### src/rtl/mux2_arb.sv
// Two-requester arbiter driving a 2:1 mux select, with guard blanking between select change and grant.
// Define MUX2_ARB_PREEMPT_EN to add dwell-limited preemption of a long-holding owner.
module mux2_arb #(
  parameter int unsigned GUARD_CYCLES = 4,
  parameter int unsigned DWELL_CYCLES = 16
) (
  input  logic       clk,
  input  logic       rst_n,
  input  logic [1:0] req,
  output logic       sel,
  output logic [1:0] grant,
  output logic       blank,
  output logic       busy
);

  typedef enum logic [1:0] {
    S_IDLE  = 2'd0,
    S_GUARD = 2'd1,
    S_OWN   = 2'd2
  } state_t;

  localparam logic [7:0] GUARD_LOAD = 8'(GUARD_CYCLES - 1);

  if (GUARD_CYCLES < 1 || GUARD_CYCLES > 255) begin : g_guard_range
    $error("mux2_arb: GUARD_CYCLES out of range 1..255");
  end
  if (DWELL_CYCLES < 1 || DWELL_CYCLES > 255) begin : g_dwell_range
    $error("mux2_arb: DWELL_CYCLES out of range 1..255");
  end

  state_t     r_state;
  logic       r_sel;
  logic [1:0] r_grant;
  logic       r_blank;
  logic       r_busy;
  logic       r_target;
  logic       r_last;
  logic [7:0] r_gcnt;
  logic       w_tgt;

`ifdef MUX2_ARB_PREEMPT_EN
  localparam logic [7:0] DWELL_LOAD = 8'(DWELL_CYCLES - 1);
  logic [7:0] r_dcnt;
`endif

  // On a tie the requester that did not own the path last wins.
  always_comb begin
    w_tgt = 1'b0;
    case (req)
      2'b01:   w_tgt = 1'b0;
      2'b10:   w_tgt = 1'b1;
      default: w_tgt = ~r_last;
    endcase
  end

  always_ff @(posedge clk) begin
    if (!rst_n) begin
      r_state  <= S_IDLE;
      r_sel    <= 1'b0;
      r_grant  <= '0;
      r_blank  <= 1'b1;
      r_busy   <= 1'b0;
      r_target <= 1'b0;
      r_last   <= 1'b1;
      r_gcnt   <= '0;
`ifdef MUX2_ARB_PREEMPT_EN
      r_dcnt   <= '0;
`endif
    end else begin
      case (r_state)
        S_IDLE: begin
          if (|req) begin
            r_state  <= S_GUARD;
            r_target <= w_tgt;
            r_sel    <= w_tgt;
            r_gcnt   <= GUARD_LOAD;
            r_busy   <= 1'b1;
          end
        end
        S_GUARD: begin
          // Abort has priority over guard expiry so a dropped request never sees a grant pulse.
          if (!req[r_target]) begin
            r_state <= S_IDLE;
            r_busy  <= 1'b0;
            r_gcnt  <= '0;
          end else if (r_gcnt == '0) begin
            r_state <= S_OWN;
            r_grant <= r_target ? 2'b10 : 2'b01;
            r_blank <= 1'b0;
            r_last  <= r_target;
`ifdef MUX2_ARB_PREEMPT_EN
            r_dcnt  <= DWELL_LOAD;
`endif
          end else begin
            r_gcnt <= r_gcnt - 8'd1;
          end
        end
        S_OWN: begin
          if (!req[r_target]) begin
            r_state <= S_IDLE;
            r_grant <= '0;
            r_blank <= 1'b1;
            r_busy  <= 1'b0;
`ifdef MUX2_ARB_PREEMPT_EN
            r_dcnt  <= '0;
          end else if (r_dcnt == '0 && req[!r_target]) begin
            r_state  <= S_GUARD;
            r_target <= !r_target;
            r_sel    <= !r_target;
            r_grant  <= '0;
            r_blank  <= 1'b1;
            r_gcnt   <= GUARD_LOAD;
          end else if (r_dcnt != '0) begin
            r_dcnt <= r_dcnt - 8'd1;
`endif
          end
        end
        default: begin
          r_state <= S_IDLE;
          r_grant <= '0;
          r_blank <= 1'b1;
          r_busy  <= 1'b0;
        end
      endcase
    end
  end

  assign sel   = r_sel;
  assign grant = r_grant;
  assign blank = r_blank;
  assign busy  = r_busy;

endmodule

### config.mk
export PLATFORM = sky130hd
export DESIGN_NAME = mux2_arb
export DESIGN_NICKNAME = d
export VERILOG_FILES = /design/src/rtl/mux2_arb.sv
export SDC_FILE = /design/constraint.sdc
export NUM_CORES = 1
export LEC_CHECK = 0
export BUFFER_PORTS_ARGS = -buffer_cell sky130_fd_sc_hd__buf_2
export CORE_MARGIN = 5
export CORE_UTILIZATION = 50
export DETAILED_ROUTE_END_ITERATION = 8
export GPL_TIMING_DRIVEN = 0
export PLACE_DENSITY = 0.69
export SYNTH_ARGS = -nofsm -noshare
export SYNTH_HDL_FRONTEND = slang
export SYNTH_SLANG_ARGS = --single-unit
### constraint.sdc
create_clock -name clk -period 2.33 [get_ports clk]
set_clock_uncertainty 0.15 [all_clocks]
set_input_delay 0.3495 -clock clk [delete_from_list [all_inputs] [get_ports clk]]
set_output_delay 0.3495 -clock clk [all_outputs]
set_load 0.005 [all_outputs]
==> flow_summary.toml <==
[sta]
maxSlewViolCount = 0
hold_viol = 0
setup_viol = 0
period_needed_ns = 1.98
max_freq_mhz = 504
relSlewSlack = 0.634
tightest_slew_ns = 0.544
period_share = 0.852
rsz0062_at_grt = "no"
setup_tns_ns = 0
hold_ws_ns = 0.308

[grt]
track_usage = 0.166
first_global_vias = 851
grt_max_degree = 11
grt_antenna_before_repair = 0
grt_pass1_wl_mm = 3.55
overflow = 0

[yosys]
seq_area_frac_synth = 0.324
synthFlopType = "dfxtp_1"
netlist_area_um2 = 987
ys_top_cells_by_area = "dfxtp_1 32%, ha_1 8.9%, inv_1 4.2%, nor2_1 3.8%, a21oi_1 3.5%"
synthCells = 114
synth_top_cell_area_share = 0.324
synth-edff-count = 0
syn_nets = 125
yosysWarnings = 0
synth.top_cells.by_count = "16 x dfxtp_1, 11 x inv_1, 10 x nor2_1"
yosysMostFrequentCell = "dfxtp_1"
yosys.cell_types.count = 36
syn_area_per_cell_um2 = 8.66
ys_ff_latch = 16
async_flop_share = 0
yosysTopAreaCell = "dfxtp_1"

[floorplan]
die_area_um2 = 2960
num_rows = 16
initial_core_util = 0.514
die_h_um = 54.4
core-area_um2 = 1920
io_pins = 9
die_w_um = 54.4

[placed_design]
port_buffers = 7
hpwl_mm = 1.61
routabilityCongestion = 0.878

[clock_tree]
cts.root.buffer_cell = "clkbuf_4"
cts_tree = "done"
hold_buffers = 0
post_cts_resized = 0
cts_buffer_depth = 2
htreeDepth = 1
clock_sinks = 16
cts_setup_buffers = 0
cts_inserted_buffers = 3
clk_latency_ns = 0.28
path_clk_slew_ns = 0.09

[critical_path]
reg2reg_slack_ns = 0.35
cp_max_fo = 8
path_class = "register to register"
crit_required_ns = 2.41
crit_path_end_kind = "register"
worstPathArrival_ns = 2.07
worstSetupStartpointType = "register"

[route]
viasPerCell = 5.85
drt-total-wl_mm = 2.10
drtIter0Drc = 23
drc = 0
vias = 889
dr.pass1.iters = 4
wl_per_cell_um = 13.8
ant_nets = 0

[power_and_ir_drop]
power_frac_seq = 0.299
swShare = 0.456
p_per_area_nw_per_um2 = 1450
ir_drop_uv = 809
p_sw_uw = 720
p_leak_uw = 0.000448
power_frac_clock = 0.115
cellInternalPower_uw = 860
combPwrFrac = 0.586

[layout]
drive_above_1_share = 0.168
syn_to_final_growth_pct = 10.6
fillerInstances = 192
final_nets = 137
n_antenna_cell = 0

[worst_hold_path]
hold_class = "input pin to register"

[outcome]
status = "completed"

[flow_run]
maxCapViolations = 0
-- critical path, cell delays in order (launching register included) --
cell and delay (ns):
dfxtp_1 0.37, nor4_1 0.53, nand4_2 0.33, nor4_1 0.37
a22o_1 0.18
-- layout make-up --
cell class                 instances  area (µm²)  share of cell area
buffer                             2        7.51             0.00687
tap                               27        33.8              0.0309
inverter                          11        41.3              0.0378
multi-input combinational         85         618               0.566
sequential                        16         320               0.293
clock buffer                       4        36.3              0.0332
timing repair buffer               7        35.0              0.0321
-- power by group through the flow --
stage / logic (µW) / clock network [µW] / registers, µW
2_1_floorplan: 741 / 0 / 457
3_3_place_gp: 901 / 0 / 474
3_5_place_dp: 919 / 0 / 480
4_1_cts: 925 / 189 / 472
5_1_grt: 1040 / 199 / 489
6_report: 926 / 181 / 473
-- cells by family after synthesis --
logic type               after synthesis  share of synthesized area
AND/OR/NAND/NOR                       45                      0.271
AO/OA/AOI/OAI                         28                      0.202
flip-flops                            16                      0.324
buffers and inverters                 13                     0.0494
adder cells (fa/ha/maj)                7                     0.0887
multiplexers                           5                     0.0646
-- final timing paths --
check	end	from	cells past startpoint
max	grant[0]	r_gcnt[4]	4
min	r_gcnt[4]	rst_n	3
max reg2reg	grant[0]	r_gcnt[4]	4
min reg2reg	grant[1]	grant[1]	1
-- per-layer routing --
metal  vias to the layer above  wire, µm  track usage
li1                        446         -            -
met1                       425       992        0.206
met2                        14      1030        0.271
met3                         4        57       0.0245
met4                         0        28       0.0954
met5                         -         0            0
-- placed cells by master (no fill, tap or decap), types with 2 or more instances in the layout --
master,synthesis,final
nor4_1,3,3
clkbuf_1,2,2
mux2i_1,3,3
a311oi_1,2,2
ha_1,7,7
nand3b_1,3,3
nor3_1,4,4
nor2_1,10,10
nand3_1,5,5
nand2_1,8,8
o221a_2,2,2
and2_1,2,2
o21ai_0,5,5
a22o_1,2,2
o211ai_1,3,3
dfxtp_1,16,16
clkbuf_4,0,3
buf_2,0,7
a21oi_1,7,7
inv_1,11,11
o311a_1,2,2
-- state kept, by name, indices dropped and copies added (netlist names) --
name / cells
r_gcnt: 8
grant: 2
r_state: 2
blank: 1
busy: 1
r_last: 1
r_target: 1
-- stage by stage --
stage          setup WS, ns  area (µm²)  power [µW]   util  cells
6_report              0.346        1090        1580  0.568    152
5_1_grt               0.203        1090        1730  0.568    152
4_1_cts               0.377        1090        1590  0.568    152
3_5_place_dp          0.347        1060        1400  0.549    148
3_3_place_gp          0.374        1060        1370  0.549    148
2_1_floorplan         0.613         987        1200      -    114
(Power assumes the default switching activity.)
